<file path="config.mk">
export PLATFORM = sky130hd
export DESIGN_NAME = layer_sequencer
export DESIGN_NICKNAME = d
export VERILOG_FILES = /design/src/rtl/lenet_pkg.sv /design/src/rtl/seq_port_mux.sv /design/src/rtl/layer_sequencer.sv
export SDC_FILE = /design/constraint.sdc
export NUM_CORES = 1
export LEC_CHECK = 0
export ABC_AREA = 1
export CORE_AREA = 2 2 184 186
export DETAILED_ROUTE_END_ITERATION = 7
export DIE_AREA = 0 0 186 188
export PLACE_DENSITY = 0.55
export SYNTH_ARGS = -nofsm -noshare
export SYNTH_HDL_FRONTEND = slang
export SYNTH_SLANG_ARGS = --single-unit
</file>
<file path="constraint.sdc">
create_clock -name clk -period 1.8 [get_ports clk]
set_input_delay 0.36 -clock clk [delete_from_list [all_inputs] [get_ports clk]]
set_output_delay 0.36 -clock clk [all_outputs]
set_load 0.02 [all_outputs]
</file>
<file path="src/rtl/lenet_pkg.sv">
// lenet_pkg
//   Shared definitions for the layer sequencer:
//   - default widths used as parameter defaults,
//   - sequencer state encodings,
//   - a saturating 32-bit increment helper for the performance counters.
package lenet_pkg;

  localparam int DEF_DATA_WIDTH = 32;
  localparam int DEF_ADDR_WIDTH = 18;
  localparam int DEF_NUM_ENG    = 4;
  localparam int DEF_MAX_STEPS  = 8;
  localparam int DEF_IDX_W      = 4;

  typedef logic [DEF_IDX_W-1:0] eng_idx_t;

  typedef enum logic [2:0] {
    ST_IDLE = 3'd0,
    ST_LOAD = 3'd1,
    ST_RUN  = 3'd2,
    ST_DONE = 3'd6,
    ST_ERR  = 3'd7
  } state_t;

  // Increment that sticks at all-ones instead of wrapping.
  function automatic logic [31:0] sat_inc(input logic [31:0] v);
    return (v == 32'hFFFF_FFFF) ? v : (v + 32'd1);
  endfunction

endpackage

</file>
<file path="src/rtl/seq_port_mux.sv">
// seq_port_mux
//   NUM_ENG-way selector of engine DRAM ports onto the shared DRAM port.
//   When i_en is low, or i_sel does not name an attached engine, every
//   output is driven to zero.
// Ports
//   i_en        forward enable (sequencer in RUN)
//   i_sel       selected engine index
//   i_data      flattened engine write data, engine k at [k*DATA_WIDTH +: DATA_WIDTH]
//   i_addr_in   flattened engine read addresses
//   i_addr_out  flattened engine write addresses
//   i_wr/i_rd   per-engine DRAM write/read enables
//   o_data, o_addr_in, o_addr_out, o_wr, o_rd   muxed DRAM signals
module seq_port_mux #(
  parameter int DATA_WIDTH = 32,
  parameter int ADDR_WIDTH = 18,
  parameter int NUM_ENG    = 4,
  parameter int IDX_W      = 4
) (
  input  logic                          i_en,
  input  logic [IDX_W-1:0]              i_sel,
  input  logic [NUM_ENG*DATA_WIDTH-1:0] i_data,
  input  logic [NUM_ENG*ADDR_WIDTH-1:0] i_addr_in,
  input  logic [NUM_ENG*ADDR_WIDTH-1:0] i_addr_out,
  input  logic [NUM_ENG-1:0]            i_wr,
  input  logic [NUM_ENG-1:0]            i_rd,
  output logic [DATA_WIDTH-1:0]         o_data,
  output logic [ADDR_WIDTH-1:0]         o_addr_in,
  output logic [ADDR_WIDTH-1:0]         o_addr_out,
  output logic                          o_wr,
  output logic                          o_rd
);

  // Select the addressed engine's port; zero when not forwarding.
  always_comb begin
    o_data     = '0;
    o_addr_in  = '0;
    o_addr_out = '0;
    o_wr       = 1'b0;
    o_rd       = 1'b0;
    if (i_en) begin
      for (int k = 0; k < NUM_ENG; k++) begin
        if (int'(i_sel) == k) begin
          o_data     = i_data[k*DATA_WIDTH +: DATA_WIDTH];
          o_addr_in  = i_addr_in[k*ADDR_WIDTH +: ADDR_WIDTH];
          o_addr_out = i_addr_out[k*ADDR_WIDTH +: ADDR_WIDTH];
          o_wr       = i_wr[k];
          o_rd       = i_rd[k];
        end else begin
          o_wr       = o_wr;
        end
      end
    end else begin
      o_data     = '0;
    end
  end

endmodule

</file>
<file path="src/rtl/layer_sequencer.sv">
// layer_sequencer
//   Runs a snapshot of a programmable step list. Each step enables one
//   compute engine and forwards that engine's DRAM port to the shared DRAM
//   until the engine pulses done. Supports abort and flags steps that name
//   a non-existent engine.
// Optional feature macro: LAYER_SEQ_PERF_EN
//   defined   -> perf_total / perf_step cycle counters are built
//   undefined -> perf_total / perf_step are tied to zero
// Ports
//   clk, arst                clock, asynchronous active-high reset
//   start, abort             program start (IDLE only) / return to IDLE
//   rdy_data                 DRAM ready, registered once before use
//   cfg_num_steps, cfg_seq   program length and per-step engine index
//   eng_done                 per-engine completion pulses
//   eng_data_out, eng_addr_in, eng_addr_out, eng_wr, eng_rd   engine DRAM ports
//   eng_en                   one-hot engine enable
//   data_out, addr_in, addr_out, dram_en_wr, dram_en_rd       shared DRAM port
//   cur_step, busy, done, err                                 status
//   perf_total, perf_step                                     cycle counters
module layer_sequencer
  import lenet_pkg::*;
#(
  parameter int DATA_WIDTH = DEF_DATA_WIDTH,
  parameter int ADDR_WIDTH = DEF_ADDR_WIDTH,
  parameter int NUM_ENG    = DEF_NUM_ENG,
  parameter int MAX_STEPS  = DEF_MAX_STEPS,
  parameter int IDX_W      = DEF_IDX_W
) (
  input  logic                          clk,
  input  logic                          arst,
  input  logic                          start,
  input  logic                          abort,
  input  logic                          rdy_data,
  input  logic [IDX_W:0]                cfg_num_steps,
  input  logic [MAX_STEPS*IDX_W-1:0]    cfg_seq,
  input  logic [NUM_ENG-1:0]            eng_done,
  input  logic [NUM_ENG*DATA_WIDTH-1:0] eng_data_out,
  input  logic [NUM_ENG*ADDR_WIDTH-1:0] eng_addr_in,
  input  logic [NUM_ENG*ADDR_WIDTH-1:0] eng_addr_out,
  input  logic [NUM_ENG-1:0]            eng_wr,
  input  logic [NUM_ENG-1:0]            eng_rd,
  output logic [NUM_ENG-1:0]            eng_en,
  output logic [DATA_WIDTH-1:0]         data_out,
  output logic [ADDR_WIDTH-1:0]         addr_in,
  output logic [ADDR_WIDTH-1:0]         addr_out,
  output logic                          dram_en_wr,
  output logic                          dram_en_rd,
  output logic [IDX_W-1:0]              cur_step,
  output logic                          busy,
  output logic                          done,
  output logic                          err,
  output logic [31:0]                   perf_total,
  output logic [31:0]                   perf_step
);

  state_t                     r_state;
  logic [IDX_W-1:0]           r_step;
  logic [IDX_W:0]             r_num_steps;
  logic [MAX_STEPS*IDX_W-1:0] r_seq;
  logic [IDX_W-1:0]           r_cur_eng;
  logic                       r_rdy_data_ff;
  logic                       r_done;
  logic                       r_err;

  logic [IDX_W-1:0]           w_fetch;
  logic [NUM_ENG-1:0]         w_onehot;
  logic                       w_sel_done;
  logic                       w_eng_bad;
  logic                       w_last;
  logic [IDX_W:0]             w_num_clamp;
  logic                       w_run;

  assign w_run       = (r_state == ST_RUN);
  assign w_num_clamp = (int'(cfg_num_steps) > MAX_STEPS) ? (IDX_W+1)'(MAX_STEPS) : cfg_num_steps;
  assign w_eng_bad   = (int'(w_fetch) >= NUM_ENG);
  assign w_last      = (({1'b0, r_step} + (IDX_W+1)'(1)) == r_num_steps);
  // Only the running engine's done pulse can advance the program.
  assign w_sel_done  = |(eng_done & w_onehot);

  // Engine index of the current step from the snapshot list.
  always_comb begin
    w_fetch = '0;
    for (int k = 0; k < MAX_STEPS; k++) begin
      w_fetch = (int'(r_step) == k) ? r_seq[k*IDX_W +: IDX_W] : w_fetch;
    end
  end

  // One-hot decode of the registered engine index.
  always_comb begin
    w_onehot = '0;
    for (int k = 0; k < NUM_ENG; k++) begin
      w_onehot[k] = (int'(r_cur_eng) == k);
    end
  end

  // Sequencer FSM: snapshot, per-step load/run, completion and error pulses.
  always_ff @(posedge clk or posedge arst) begin
    if (arst) begin
      r_state       <= ST_IDLE;
      r_step        <= '0;
      r_num_steps   <= '0;
      r_seq         <= '0;
      r_cur_eng     <= '0;
      r_rdy_data_ff <= 1'b0;
      r_done        <= 1'b0;
      r_err         <= 1'b0;
    end else begin
      r_rdy_data_ff <= rdy_data;
      r_done        <= 1'b0;
      r_err         <= 1'b0;
      if (abort && (r_state != ST_IDLE)) begin
        r_state <= ST_IDLE;
      end else begin
        case (r_state)
          ST_IDLE: begin
            if (start) begin
              r_num_steps <= w_num_clamp;
              r_seq       <= cfg_seq;
              r_step      <= '0;
              if (cfg_num_steps == '0) begin
                r_state <= ST_DONE;
                r_done  <= 1'b1;
              end else begin
                r_state <= ST_LOAD;
              end
            end
          end
          ST_LOAD: begin
            r_cur_eng <= w_fetch;
            if (w_eng_bad) begin
              r_state <= ST_ERR;
              r_err   <= 1'b1;
            end else begin
              r_state <= ST_RUN;
            end
          end
          ST_RUN: begin
            if (w_sel_done) begin
              r_step <= r_step + IDX_W'(1);
              if (w_last) begin
                r_state <= ST_DONE;
                r_done  <= 1'b1;
              end else begin
                r_state <= ST_LOAD;
              end
            end
          end
          ST_DONE: r_state <= ST_IDLE;
          ST_ERR:  r_state <= ST_IDLE;
          default: r_state <= ST_IDLE;
        endcase
      end
    end
  end

  // Enable follows the registered DRAM ready while the step runs.
  assign eng_en   = (w_run && r_rdy_data_ff) ? w_onehot : '0;
  assign cur_step = r_step;
  assign busy     = (r_state != ST_IDLE);
  assign done     = r_done;
  assign err      = r_err;

  seq_port_mux #(
    .DATA_WIDTH (DATA_WIDTH),
    .ADDR_WIDTH (ADDR_WIDTH),
    .NUM_ENG    (NUM_ENG),
    .IDX_W      (IDX_W)
  ) u_port_mux (
    .i_en       (w_run),
    .i_sel      (r_cur_eng),
    .i_data     (eng_data_out),
    .i_addr_in  (eng_addr_in),
    .i_addr_out (eng_addr_out),
    .i_wr       (eng_wr),
    .i_rd       (eng_rd),
    .o_data     (data_out),
    .o_addr_in  (addr_in),
    .o_addr_out (addr_out),
    .o_wr       (dram_en_wr),
    .o_rd       (dram_en_rd)
  );

`ifdef LAYER_SEQ_PERF_EN
  logic [31:0] r_perf_total;
  logic [31:0] r_perf_step;
  logic [31:0] r_step_cyc;

  // RUN-cycle counters; the step count includes the cycle carrying eng_done.
  always_ff @(posedge clk or posedge arst) begin
    if (arst) begin
      r_perf_total <= 32'd0;
      r_perf_step  <= 32'd0;
      r_step_cyc   <= 32'd0;
    end else if ((r_state == ST_IDLE) && start) begin
      r_perf_total <= 32'd0;
      r_step_cyc   <= 32'd0;
    end else if (r_state == ST_LOAD) begin
      r_step_cyc   <= 32'd0;
    end else if (w_run) begin
      r_perf_total <= sat_inc(r_perf_total);
      r_step_cyc   <= sat_inc(r_step_cyc);
      if (w_sel_done && !abort) begin
        r_perf_step <= sat_inc(r_step_cyc);
      end
    end
  end

  assign perf_total = r_perf_total;
  assign perf_step  = r_perf_step;
`else
  assign perf_total = 32'd0;
  assign perf_step  = 32'd0;
`endif

endmodule

</file>
### Word level (Yosys, flattened, before mapping)

Index checks and enable logic that the tools add are counted.

| word-level totals | value |
|---|---|
| flip-flop bits (word level) | 51 |
| bits of input ports | 326 |
| output and inout port bits | 145 |
| logic and storage cells | 98 |

| operators by class | value |
|---|---|
| $add $sub $neg | 2 |
| $lt $le $gt $ge | 2 |
| equality and inequality tests | 17 |
| multiplexer cells | 54 |
| bitwise operators | 2 |
| reduce and logical (&&, ||, !) cells | 13 |

Operator list:

| operator | count |
|---|---|
| 18-bit 2-to-1 mux | 10 |
| 32-bit 2-to-1 mux | 5 |
| 4-bit 2-to-1 mux | 11 |
| 1-bit 2-to-1 mux | 18 |
| 3-bit 2-to-1 mux | 6 |
| 4-bit by 3-bit == test with 1-bit output, second input constant | 4 |
| 4-bit == test, second input constant | 4 |
| 3-bit case mux with 3 select lines | 1 |
| 4-bit by 2-bit == test with 1-bit output, second input constant | 2 |
| 4-bit zero test | 2 |
| 4-bit case mux with 2 select lines | 1 |
| 4-bit by 1-bit adder with 5-bit output, second input constant | 1 |
| 5-bit == test | 1 |
| 5-bit by 4-bit > comparator with 1-bit output, second input constant | 1 |
| 5-bit zero test | 1 |
| 5-bit 2-to-1 mux | 1 |
| 4-bit by 1-bit adder with 4-bit output, second input constant | 1 |
| 4-bit bitwise AND | 1 |
| 4-bit by 3-bit >= comparator with 1-bit output, second input constant | 1 |
| 2-bit != test, second input constant | 2 |
| 2-bit AND reduction | 2 |
| 4-bit AND reduction | 1 |
| 4-bit OR reduction | 1 |
| 3-bit by 1-bit == test with 1-bit output, second input constant | 1 |
| other kinds (10) | 11 |

### Longest topological paths before layout

Gate-level depths: netlist of run 1.

| logic depth | value |
|---|---|
| word-level depth | 13 |
| depth in mapped cells | 14 |
| gate-level depth less buffers | 14 |

### By module

From an unflattened synthesis of run 1, not the netlist that was laid out.

| second synthesis, totals | value |
|---|---|
| cell total of the unflattened synthesis | 1132 |
| area, all modules | 6890.4 sq um |

By module, submodules not included:

| module | instances | cells each | area each (sq um) | sequential area each (sq um) |
|---|---|---|---|---|
| seq_port_mux | 1 | 706 | 3714.8 | 0.0 |
| layer_sequencer | 1 | 426 | 3175.5 | 1276.2 |

### Worst setup path before layout of run 1

OpenSTA, ideal clock, no wires.

| timing path | value |
|---|---|
| kind | reg2out |
| start point | reg r_cur_eng[3] |
| end point | out addr_out[10] |
| arrival time | 1661 ps |
| required time | 1440 ps |
| path slack | -221 ps |
| cell stages (with the launch flop) | 10 |
| buffers on the path | 2 |
| cell sequence | dfrtp_1 > inv_1 > nand2_1 > nor2_1 > inv_1 > nor2_2 > buf_2 > buf_4 > nand2_1 > a31oi_1 |

| on the way | value |
|---|---|
| cells in the longest elaborated chain, start to end | 6 |
| elaborated cells on any way between the ends | 9 |
| those cells by class | eq/ne (3); mux (5); reduce/logical (1) |

RTL lines:

| element | RTL line | RTL |
|---|---|---|
| start, declared | layer_sequencer.sv:60 | `logic [IDX_W-1:0] r_cur_eng;` |
| start signal, assigned | layer_sequencer.sv:129 | `r_cur_eng <= w_fetch;` |
| 4-bit zero test | seq_port_mux.sv:42 | `if (int'(i_sel) == k) begin` |
| 18-bit 2-to-1 mux (3 in series) | seq_port_mux.sv:42 |  |
| 18-bit 2-to-1 mux * | seq_port_mux.sv:42 |  |
| 18-bit 2-to-1 mux * | seq_port_mux.sv:40 | `if (i_en) begin` |
| end, declared | layer_sequencer.sv:45 | `output logic [ADDR_WIDTH-1:0] addr_out,` |

Mark *: on every way between the ends. The rest lies on a longest branch, timed or not.

### Worst setup path in the final report of run 1

| timing path | value |
|---|---|
| start point | reg r_cur_eng[2] |
| end point | out data_out[9] |

| on the way | value |
|---|---|
| cells in the longest elaborated chain, start to end | 6 |
| elaborated cells on any way between the ends | 9 |
| those cells by class | eq/ne (3); mux (5); reduce/logical (1) |

RTL lines:

| element | RTL line | RTL |
|---|---|---|
| 4-bit zero test | seq_port_mux.sv:42 |  |
| 32-bit 2-to-1 mux (3 in series) | seq_port_mux.sv:42 |  |
| 32-bit 2-to-1 mux * | seq_port_mux.sv:42 |  |
| 32-bit 2-to-1 mux * | seq_port_mux.sv:40 |  |
| end, declared | layer_sequencer.sv:43 | `output logic [DATA_WIDTH-1:0] data_out,` |

Marked as above.

==> flow_summary.yaml, run 1 <==
run_status:
  status: "complete, but fails checks"
  violations: "setup timing"
synth:
  synth_largest_area_cell: "dfrtp_1"
  ys_warn_count: 0
  yosysSeqAreaShare_pct: 25.4
  muxShareOfSynthArea_pct: 0
  synth_fa_ha_area_share_pct: 0.994
  syn_inst: 830
  synth-compound-area-share_pct: 25.4
  synth_seq_cells: 51
  synth_top_area_share_pct: 25.4
  synth-xor-area-share_pct: 0.870
  ys_top_cells_by_area: "dfrtp_1 25%, nand2_1 21%, o21ai_0 14%, buf_4 9.7%, a31oi_1 7.5%"
  synthesis.area_sq_um: 5030
  synth_cell_types: 35
  synth-simple-area-share_pct: 30.6
  synth_top_family_by_area: "simple AND/OR/NAND/NOR gates"
  syn_area_per_cell_sq_um: 6.06
clocking:
  clock_latency_ps: 300
  cts_buffer_depth: 2
  clockRootBuffer: "clkbuf_16"
  cts_hold_buf: 0
  path_clk_slew_ps: 70
  cts.sink_count: 51
  numCtsBuffers: 5
  cts_tree: "done"
  htreeDepth: 2
routing:
  wl_per_cell_um: 19.3
  routed_wirelength_um: 34800
  drtPass1Iterations: 4
  drc_errors: 0
  ant_nets: 0
  via_per_inst: 4.24
  vias: 7630
  drt_iter0_drc: 293
setup_path:
  crit_path_end_kind: "output pin"
  reg2reg_depth: 16
  path_max_fanout: 22
  crit_type: "flip-flop to output pin"
  critPathRequiredTime_ps: 1440
  crit_path_start_kind: "flip-flop"
  cp_data_arrival_time_ps: 1990
sta:
  period_minus_slack_ps: 2350
  fmax_ghz: 0.426
  fin_ws_ps: -548
  finalHoldViolCount: 0
  hold-worst-slack_ps: 237
  setup_viol: 83
  finalClockSkew_ps: 6.12
  drv_slew: 0
  final.period_utilization_pct: 130
  rsz0062_at_grt: "yes"
power_and_ir_drop:
  pwr-share-comb_pct: 78.9
  pwr-share-seq_pct: 13.4
  p_sw_share_pct: 47.3
  powerDensity_nw_per_um2: 1120
  power_leakage_nw: 5.25
  p_int_mw: 7.64
  p_clk_share_pct: 7.7
  ir_drop_uv: 605
  power_switching_mw: 6.87
die:
  initial_core_util_pct: 15.2
  die_width_um: 186
  die_y_um: 188
  num_rows: 67
  die_area_sq_um: 35000
  boundaryPins: 471
  core-area_sq_um: 33100
cells_and_area:
  n_fill_cell: 3326
  layout-drive-gt1-share_pct: 37.5
  fin_area_sq_um: 13000
  final_nets: 1672
  area_delta_synth_final_pct: 158
  final_util_pct: 39.3
grt:
  grt_pass1_vias: 7370
  grt_max_degree: 50
  grt_pass1_wl_um: 44400
  antenna_found_initial: 8
  grt_usage_pct: 17.0
  grt-ovfl-total: 0
placement:
  place.gp.congestion: 1.03
  place_area_sq_um: 10500
  io_buffers: 406
  dp_hpwl_um: 24600
hold_path:
  min-delay-path-class: "primary input to async pin"
job:
  cap_violations: 0
critical path: stages (launching register included):
cell and delay, ps:
dfrtp_1 380, inv_1 70, nand2_2 90, nor2_4 210
nand2_4 120, buf_12 170, buf_12 160, o21ai_1 220
a31oi_4 80, buf_6 160
registers in the layout, summed over array words and instances, names as in the netlist:
| name | count |
|---|---|
| r_rdy_data_ff | 1 |
| r_cur_eng | 4 |
| err | 1 |
| cur_step | 4 |
| r_seq | 32 |
| r_state | 3 |
| done | 1 |
| r_num_steps | 5 |
cell families (layout without fill, tap and decap cells):
group | after synthesis | count (layout)
AND/OR/NAND/NOR | 388 | 388
AO/OA/AOI/OAI | 226 | 226
buffers and inverters | 155 | 605
flip-flops | 51 | 51
XOR/XNOR | 5 | 5
adder cells (fa/ha/maj) | 4 | 4
other | 1 | 72
layout by cell type, fill, tap and decap left out, types with 40 or more instances in the layout:
cell and count:
dfrtp_1 47, nand2_1 200, buf_6 65, clkdlybuf4s50_1 327
o21ai_1 61, o21ai_2 40, nand2_2 46, nor2_1 50
buf_4 107, conb_1 64
synth_stat cells, drive strengths merged:
| library cell | instances |
|---|---|
| nor3 | 3 |
| o31ai | 2 |
| a31oi | 60 |
| clkbuf | 38 |
| nand2 | 281 |
| a221oi | 11 |
| dfrtp | 51 |
| o211ai | 1 |
| inv | 39 |
| o21bai | 1 |
| o21ai | 138 |
| xor2 | 3 |
| ha | 4 |
| a21oi | 8 |
| nand4 | 1 |
| xnor2 | 2 |
| buf | 78 |
| conb | 1 |
| nand3 | 20 |
| nor2 | 75 |
| or2 | 3 |
| nand3b | 4 |
| a2bb2oi | 1 |
| nor4 | 1 |
| a22o | 4 |
metrics by stage:
stage               setup TNS [ps]  power, mW  worst slack [ps]  std cells
floorplan                        0       5.93              3.09        893
global placement            -45050       9.45              -716       1713
detailed placement          -46940       9.53              -752       1713
CTS                         -38760       11.7              -662       1740
global route                -41870       15.5              -640       1797
finish                      -33770       14.5              -548       1799
cell type report:
type	count	area [sq um]	area share, %
timing repair buffer	558	5970	45.9
multi-input combinational	687	4820	37.1
sequential	51	1280	9.85
tap	448	561	4.31
inverter	39	176	1.36
clock buffer	6	139	1.07
clock inverter	2	35.0	0.269
antenna	8	20.0	0.154
path summary, 6_finish.rpt:
check	from	endpoint	slack, ps
min in group clk	r_seq[31]	r_seq[31]	470
worst min-delay path	arst	r_rdy_data_ff	240
worst min register to register	r_seq[31]	r_seq[31]	470
worst max register to register	r_cur_eng[2]	cur_step[0]	-140
worst max-delay path	r_cur_eng[2]	data_out[9]	-550
max in group asynchronous	arst	cur_step[2]	1060
power by group through the flow:
stage | Combinational [mW] | Clock [mW] | Sequential [mW]
CTS | 8.63 | 1.15 | 1.94
global route | 12.3 | 1.20 | 2.01
floorplan | 4.05 | 0 | 1.89
global placement | 7.51 | 0 | 1.94
finish | 11.4 | 1.12 | 1.95
detailed placement | 7.57 | 0 | 1.96
per-layer routing:
layer	wire length [um]	vias up	global-route usage [%]	part of all wire [%]
met2	17800	271	30.2	51
li1	-	3688	-	-
met4	469	2	4.42	1.3
met3	2390	33	3.69	6.9
met5	16	-	0	0.046
met1	14100	3636	20.4	41
what timing repair did:
action                                  in CTS  in global routing
cloned                                       7                 12
gates resized for setup                    410                412
endpoints found under the setup margin      90                 92
buffers inserted                            12                 43
pin swaps                                    5                 60
No activity file was read; power rests on OpenSTA's default activity.
==> run 2: changes to the inputs <==
--- a/config.mk
+++ b/config.mk
@@ -7,6 +7,7 @@
 export LEC_CHECK = 0
 export ABC_AREA = 1
 export CORE_AREA = 2 2 184 186
+export CTS_CLUSTER_SIZE = 25
 export DETAILED_ROUTE_END_ITERATION = 7
 export DIE_AREA = 0 0 186 188
 export PLACE_DENSITY = 0.55
==> results of run 2 <==
Final layout, timing and power as in run 1 (identical DEF).
